`src/rtl/cache_pkg.sv`:
```
// Shared definitions for the cache line transfer controller: state encoding
// and the ceiling-log2 helper used to derive counter and address field widths.
package cache_pkg;

    typedef enum logic [1:0] {
        ST_IDLE  = 2'd0,
        ST_EVICT = 2'd1,
        ST_FILL  = 2'd2
    } cache_state_t;

    function automatic int clog2(input int value);
        int r;
        r = 0;
        for (int i = 0; i < 31; i++) begin
            if ((1 << i) < value) r = i + 1;
        end
        return r;
    endfunction

endpackage

```
`src/rtl/cache_line_transfer_fsm_if.sv`:
```
// Memory request port between the cache miss handler (master) and memory (slave).
interface cache_line_transfer_fsm_if #(
    parameter int ADDR_WIDTH = 16
) ();

    logic                  mem_req_valid;
    logic                  mem_req_write;
    logic [ADDR_WIDTH-1:0] mem_req_addr;
    logic                  mem_req_ready;
    logic                  mem_rdata_valid;

    modport master (
        output mem_req_valid, mem_req_write, mem_req_addr,
        input  mem_req_ready, mem_rdata_valid
    );

    modport slave (
        input  mem_req_valid, mem_req_write, mem_req_addr,
        output mem_req_ready, mem_rdata_valid
    );

endinterface

```
`src/rtl/cache_word_counter.sv`:
```
// Word index counter with synchronous clear and a sticky flag that records the
// increment past the last index, so a full pass is distinguishable from index 0.
module cache_word_counter #(
    parameter int WIDTH = 3
) (
    input  logic             clk,
    input  logic             rst_n,
    input  logic             clear,
    input  logic             enable,
    output logic [WIDTH-1:0] count,
    output logic             wrap
);

    always_ff @(posedge clk or negedge rst_n) begin
        if (!rst_n) begin
            count <= '0;
            wrap  <= 1'b0;
        end else if (clear) begin
            count <= '0;
            wrap  <= 1'b0;
        end else if (enable) begin
            count <= count + 1'b1;
            if (&count) wrap <= 1'b1;
        end
    end

endmodule

```
`src/rtl/cache_line_transfer_fsm.sv`:
```
// Cache miss handler: optional write-back of a dirty victim line, then a
// pipelined line fill with a bounded number of outstanding reads.
//
//   state    | meaning
//   ---------+-------------------------------------------------------------
//   ST_IDLE  | waiting for a miss; addresses captured on miss_detected
//   ST_EVICT | writing victim words 0..N-1 back to memory
//   ST_FILL  | issuing fill reads and writing returned words into the array
module cache_line_transfer_fsm
    import cache_pkg::*;
#(
    parameter int ADDR_WIDTH      = 16,
    parameter int WORD_BYTES      = 2,
    parameter int WORDS_PER_LINE  = 8,
    parameter int MAX_OUTSTANDING = 4
) (
    input  logic                              clk,
    input  logic                              rst_n,
    input  logic                              miss_detected,
    input  logic [ADDR_WIDTH-1:0]             miss_address,
    input  logic                              victim_dirty,
    input  logic [ADDR_WIDTH-1:0]             victim_address,
    output logic                              fsm_busy,
    cache_line_transfer_fsm_if.master         mem,
    output logic [clog2(WORDS_PER_LINE)-1:0]  data_word_sel,
    output logic                              write_data_array,
    output logic                              write_tag_array
);

    localparam int WB   = clog2(WORD_BYTES);
    localparam int WI   = clog2(WORDS_PER_LINE);
    localparam int OFF  = WB + WI;
    localparam int LINE = ADDR_WIDTH - OFF;
    localparam int OW   = clog2(MAX_OUTSTANDING) + 1;
    localparam logic [OW-1:0] MAX_OUT  = OW'(MAX_OUTSTANDING);
    localparam logic [WI-1:0] LAST_IDX = WI'(WORDS_PER_LINE - 1);

    cache_state_t state, state_nxt;

    logic [LINE-1:0]       fill_line, evict_line;
    logic [OW-1:0]         outstanding;
    logic [WI-1:0]         req_idx, ret_idx;
    logic                  req_done, ret_wrap;
    logic                  req_clear, req_en, ret_clear, ret_en;
    logic                  capture, issue, fill_valid, ret_ok;
    logic [ADDR_WIDTH-1:0] fill_addr, evict_addr;
    logic                  unused_bits;

    // wb_idx and req_idx share one counter; EVICT and FILL never overlap.
    cache_word_counter #(.WIDTH(WI)) u_req_cnt (
        .clk    (clk),
        .rst_n  (rst_n),
        .clear  (req_clear),
        .enable (req_en),
        .count  (req_idx),
        .wrap   (req_done)
    );

    cache_word_counter #(.WIDTH(WI)) u_ret_cnt (
        .clk    (clk),
        .rst_n  (rst_n),
        .clear  (ret_clear),
        .enable (ret_en),
        .count  (ret_idx),
        .wrap   (ret_wrap)
    );

    assign unused_bits = ^{miss_address[OFF-1:0], victim_address[OFF-1:0], ret_wrap};

    assign fill_addr  = (ADDR_WIDTH'(fill_line)  << OFF) | (ADDR_WIDTH'(req_idx) << WB);
    assign evict_addr = (ADDR_WIDTH'(evict_line) << OFF) | (ADDR_WIDTH'(req_idx) << WB);
    assign fsm_busy   = (state != ST_IDLE);
    // A return with nothing in flight is a protocol error and is dropped.
    assign ret_ok     = (state == ST_FILL) && mem.mem_rdata_valid && (outstanding != '0);

    always_ff @(posedge clk or negedge rst_n) begin
        if (!rst_n) begin
            state      <= ST_IDLE;
            fill_line  <= '0;
            evict_line <= '0;
        end else begin
            state <= state_nxt;
            if (capture) begin
                fill_line  <= miss_address[ADDR_WIDTH-1:OFF];
                evict_line <= victim_address[ADDR_WIDTH-1:OFF];
            end
        end
    end

    always_ff @(posedge clk or negedge rst_n) begin
        if (!rst_n) begin
            outstanding <= '0;
        end else if (ret_clear) begin
            outstanding <= '0;
        end else begin
            case ({issue, ret_en})
                2'b10:   outstanding <= outstanding + 1'b1;
                2'b01:   outstanding <= outstanding - 1'b1;
                default: outstanding <= outstanding;
            endcase
        end
    end

    always_comb begin
        state_nxt            = state;
        mem.mem_req_valid    = 1'b0;
        mem.mem_req_write    = 1'b0;
        mem.mem_req_addr     = '0;
        data_word_sel        = '0;
        write_data_array     = 1'b0;
        write_tag_array      = 1'b0;
        req_clear            = 1'b0;
        req_en               = 1'b0;
        ret_clear            = 1'b0;
        ret_en               = 1'b0;
        capture              = 1'b0;
        issue                = 1'b0;
        fill_valid           = 1'b0;

        case (state)
            ST_IDLE: begin
                if (miss_detected) begin
                    capture   = 1'b1;
                    state_nxt = victim_dirty ? ST_EVICT : ST_FILL;
                end
            end
            ST_EVICT: begin
                mem.mem_req_valid = 1'b1;
                mem.mem_req_write = 1'b1;
                mem.mem_req_addr  = evict_addr;
                data_word_sel     = req_idx;
                if (mem.mem_req_ready) begin
                    req_en = 1'b1;
                    if (req_idx == LAST_IDX) begin
                        req_clear = 1'b1;
                        state_nxt = ST_FILL;
                    end
                end
            end
            ST_FILL: begin
                fill_valid        = !req_done && (outstanding < MAX_OUT);
                mem.mem_req_valid = fill_valid;
                mem.mem_req_addr  = fill_addr;
                data_word_sel     = ret_idx;
                if (fill_valid && mem.mem_req_ready) begin
                    req_en = 1'b1;
                    issue  = 1'b1;
                end
                if (ret_ok) begin
                    write_data_array = 1'b1;
                    ret_en           = 1'b1;
                    if (ret_idx == LAST_IDX) begin
                        write_tag_array = 1'b1;
                        req_clear       = 1'b1;
                        ret_clear       = 1'b1;
                        state_nxt       = ST_IDLE;
                    end
                end
            end
            default: state_nxt = ST_IDLE;
        endcase
    end

endmodule

```
`src/flat_wrapper.sv`:
```
// flat-port wrapper written by rule: the top's interface ports become plain ports
module cache_line_transfer_fsm_flat import cache_pkg::*;
#(
    parameter int ADDR_WIDTH      = 16,
    parameter int WORD_BYTES      = 2,
    parameter int WORDS_PER_LINE  = 8,
    parameter int MAX_OUTSTANDING = 4
)
  (clk, rst_n, miss_detected, miss_address, victim_dirty, victim_address, fsm_busy, data_word_sel, write_data_array, write_tag_array, mem_mem_req_valid, mem_mem_req_write, mem_mem_req_addr, mem_mem_req_ready, mem_mem_rdata_valid);
  cache_line_transfer_fsm_if #(.ADDR_WIDTH(ADDR_WIDTH)) mem_i ();
  input  logic clk;
  input  logic rst_n;
  input  logic miss_detected;
  input  logic [ADDR_WIDTH-1:0] miss_address;
  input  logic victim_dirty;
  input  logic [ADDR_WIDTH-1:0] victim_address;
  output logic fsm_busy;
  output logic [clog2(WORDS_PER_LINE)-1:0] data_word_sel;
  output logic write_data_array;
  output logic write_tag_array;
  output wire logic [$bits(mem_i.mem_req_valid)-1:0] mem_mem_req_valid;
  output wire logic [$bits(mem_i.mem_req_write)-1:0] mem_mem_req_write;
  output wire logic [$bits(mem_i.mem_req_addr)-1:0] mem_mem_req_addr;
  input wire logic [$bits(mem_i.mem_req_ready)-1:0] mem_mem_req_ready;
  input wire logic [$bits(mem_i.mem_rdata_valid)-1:0] mem_mem_rdata_valid;
  assign mem_mem_req_valid = mem_i.mem_req_valid;
  assign mem_mem_req_write = mem_i.mem_req_write;
  assign mem_mem_req_addr = mem_i.mem_req_addr;
  assign mem_i.mem_req_ready = mem_mem_req_ready;
  assign mem_i.mem_rdata_valid = mem_mem_rdata_valid;
  cache_line_transfer_fsm #(.ADDR_WIDTH(ADDR_WIDTH), .WORD_BYTES(WORD_BYTES), .WORDS_PER_LINE(WORDS_PER_LINE), .MAX_OUTSTANDING(MAX_OUTSTANDING)) u_core (.clk(clk), .rst_n(rst_n), .miss_detected(miss_detected), .miss_address(miss_address), .victim_dirty(victim_dirty), .victim_address(victim_address), .fsm_busy(fsm_busy), .mem(mem_i), .data_word_sel(data_word_sel), .write_data_array(write_data_array), .write_tag_array(write_tag_array));
endmodule
```
`config.mk`:
```
export PLATFORM = sky130hd
export DESIGN_NAME = cache_line_transfer_fsm_flat
export DESIGN_NICKNAME = d
export VERILOG_FILES = /design/src/rtl/cache_pkg.sv /design/src/rtl/cache_line_transfer_fsm_if.sv /design/src/rtl/cache_word_counter.sv /design/src/rtl/cache_line_transfer_fsm.sv /design/src/flat_wrapper.sv
export SDC_FILE = /design/constraint.sdc
export NUM_CORES = 1
export LEC_CHECK = 0
export ABC_AREA = 1
export CAP_MARGIN = 20
export CORE_MARGIN = 2
export CORE_UTILIZATION = 50
export CTS_CLUSTER_SIZE = 40
export DETAILED_ROUTE_END_ITERATION = 6
export PLACE_DENSITY = 0.95
export SETUP_SLACK_MARGIN = 0.5
export SYNTH_ARGS = -nofsm -noshare
export SYNTH_HDL_FRONTEND = slang
export SYNTH_SLANG_ARGS = --single-unit
```
`constraint.sdc`:
```
create_clock -name clk -period 4.9 [get_ports clk]
set_clock_uncertainty 0.1 [all_clocks]
set_input_delay 0.735 -clock clk [delete_from_list [all_inputs] [get_ports clk]]
set_output_delay 0.735 -clock clk [all_outputs]
set_load 0.01 [all_outputs]
```
==> results_dict.tcl <==
set metrics [dict create \
    status "complete, no violations" \
    via_per_inst 5.12 \
    synth_edf_count 0 \
    cts_num_sinks 36 \
    holdBufCountCts 0 \
    overflow 0 \
    clk_latency_ns 0.29 \
    clk_pin_slew_worst_paths_ns 0.07 \
    fin_tns_setup_ns 0 \
    multi_input_area_sq_um 920 \
    die_h_um 66.5 \
    core_sq_mm 0.00372 \
    initial_utilization_pct 52.6 \
    min_period_ns 3.31 \
    antenna_found_initial 0 \
    rsz0062_at_grt "false" \
    drive_above_1_share_pct 8.72 \
    grt_pass1_vias 1770 \
    fmax_ghz 0.302 \
    setup_viol 0 \
    ys_seq_area_share_pct 46.1 \
    cts_tree "built" \
    detail-route-antenna-nets 0 \
    drt_iter0_drc 88 \
    fin_area_sq_mm 0.00256 \
    area_delta_synth_final_pct 31.1 \
    ctsRootBufferMaster "clkbuf_8" \
    nNetsFinal 344 \
    endpoint_kind "output port" \
    worstSetupPathType "reg2out" \
    drv_cap 0 \
    diodes 0 \
    worst_pin_slew_ns 0.844 \
    portBuffers 52 \
    drtPass1Iterations 4 \
    drt-total-wl_um 4380 \
    ys_seq_elements 36 \
    gp_congestion 0.799 \
    synth.top_cells.by_area "dfrtp_1 (46%), nand2_1 (23%), ha_1 (5.1%), a21oi_1 (4.1%), inv_1 (3.1%)" \
    syn-num-nets 296 \
    die-area_sq_mm 0.00442 \
    post_cts_buffers 0 \
    vdd_ir_drop_max_mv 0.260 \
    grt_pass1_wl_um 7490 \
    vias 1772 \
    p_leak_nw 1.24 \
    crit_fanout 18 \
    synth_top_area_share_pct 46.1 \
    rr_worst_depth 9 \
    start_kind "flop" \
    synthArstFlopShare_pct 100 \
    wire_per_inst_um 12.6 \
    power.total_w 0.00136 \
    track_usage_pct 22.5 \
    cts-htree-levels 2 \
    ff_latch_area_sq_um 901 \
    slew_headroom_pct 43.7 \
    maxSlewViolCount 0 \
    fin_crit_sh_pct 67.6 \
    rows 22 \
    r2r_setup_slack_ns 2.12 \
    fp.dieW_um 66.5 \
    worst_hold_slack_ns 0.386 \
    filler_cell_count 304 \
    cts_buffers 5 \
    avgSynthCellArea_sq_um 7.85 \
    cts_resized 0 \
    yosysWarnings 0 \
    dp_hpwl_um 3120 \
    hp-start "u_core.evict_line[8]" \
    holdPathEnd "u_core.evict_line[8]" \
    post_dp_cell_area_sq_mm 0.00247 \
    min_path_type "reg2reg" \
    synthDistinctLibCells 31 \
    cp_data_arrival_time_ns 2.48 \
    drc 0 \
    netlist_instances 249 \
    required_ns 4.07 \
    r2r-start "u_core.state[0]" \
    grt_max_degree 37 \
    synth_area_sq_mm 0.00195 \
    pin_count 62 \
    power_density_mw_per_mm2 529 \
    clockBufferDepth 2 \
    worst_r2r_endpoint "u_core.outstanding[1]" \
    hold_depth 2 \
    synth_area_leader_cell "dfrtp_1" \
    synth-main-ff-cell "dfrtp_1" \
    hold_viol_final 0 \
]
-- metal layers --
metal	GRT usage, %	vias up	wire length, um	share of wire (%)
li1	-	870	-	-
met5	0	-	0	0
met3	6.59	6	323	7.4
met1	26.8	830	1890	43
met2	39.4	66	2110	48
met4	6.63	0	48	1.1
-- worst max-delay path: stages, from the launching register on --
cell and delay, ns:
dfrtp_1 0.40, inv_1 0.08, ha_1 0.59, inv_1 0.21
o32ai_1 0.32, clkdlybuf4s50_1 0.58
-- how the worst max path moves through the flow --
stage                                    from               endpoint  slack [ns]  depth (start not counted)
final                         u_core.state[1]       data_word_sel[1]        1.59                          5
after global routing          u_core.state[1]       data_word_sel[0]        1.35                          5
after CTS                     u_core.state[1]       data_word_sel[1]        1.57                          5
after detailed placement  mem_mem_rdata_valid        write_tag_array        1.89                          6
after global placement    mem_mem_rdata_valid        write_tag_array        1.90                          6
after floorplan               u_core.state[0]  u_core.outstanding[1]        2.72                         10
-- state kept, by name, summed over array words and instances, names as in the netlist --
signal and flops:
u_core.fill_line 12, u_core.evict_line 12, u_core.outstanding 3, u_core.u_req_cnt.count 3, u_core.state 2, u_core.u_req_cnt.wrap 1
u_core.u_ret_cnt.count 3
-- final cells by class --
class / count / area share [%]
Inverter: 19 / 2.83
Clock inverter: 2 / 0.391
Sequential cell: 36 / 35.2
Multi-Input combinational cell: 183 / 35.9
Timing Repair Buffer: 52 / 20.1
Clock buffer: 6 / 3.22
Tap cell: 48 / 2.34
-- where the power goes --
part,leakage (nW),internal [W],total (W),switching [W]
sequential,0.437,0.000426,0.000504,0.0000784
clock,0.0510,0.000112,0.000215,0.000103
combinational,0.756,0.000259,0.000637,0.000378
-- kinds of logic after synthesis --
group	share of synthesized area, %
simple gates	31.4
flops	46.1
buf+inv	6.85
compound gates	7.88
fa+ha+maj	6.15
xor+xnor	0.896
other cells	0.192
mux	0.576
-- metrics by stage --
step,worst slack (ns),cells,utilization (%)
2_1_floorplan,2.72,249,-
3_3_place_gp,1.90,338,66.4
3_5_place_dp,1.89,338,66.4
4_1_cts,1.57,346,68.9
5_1_grt,1.35,346,68.9
6_report,1.59,346,68.9
-- layout by cell type, fill, tap and decap left out --
cell type,count
nand3_4,1
conb_1,1
or2_2,1
o32ai_1,2
o21ai_0,5
xnor2_1,1
ha_1,8
nand4_1,2
nand3_2,2
fa_1,1
a21oi_1,16
nor2_2,2
clkbuf_8,6
nor2_1,4
xor2_1,1
nand2_4,2
clkdlybuf4s50_1,51
clkinv_2,3
mux2_2,1
nor3_1,2
dfrtp_1,36
nand2_1,118
nand2_2,3
inv_1,16
buf_2,1
nand3_1,7
a21oi_2,1
o22ai_1,1
a21oi_4,1
inv_2,2
-- Yosys cell counts (all sizes together), types with 2 or more instances --
library cell	n
nand2	123
clkbuf	2
o32ai	2
nor3	2
a21oi	18
nor2	6
ha	8
nand4	2
o21ai	5
inv	18
nand3	10
buf	9
dfrtp	36
Power figures use the tool's default switching activity.
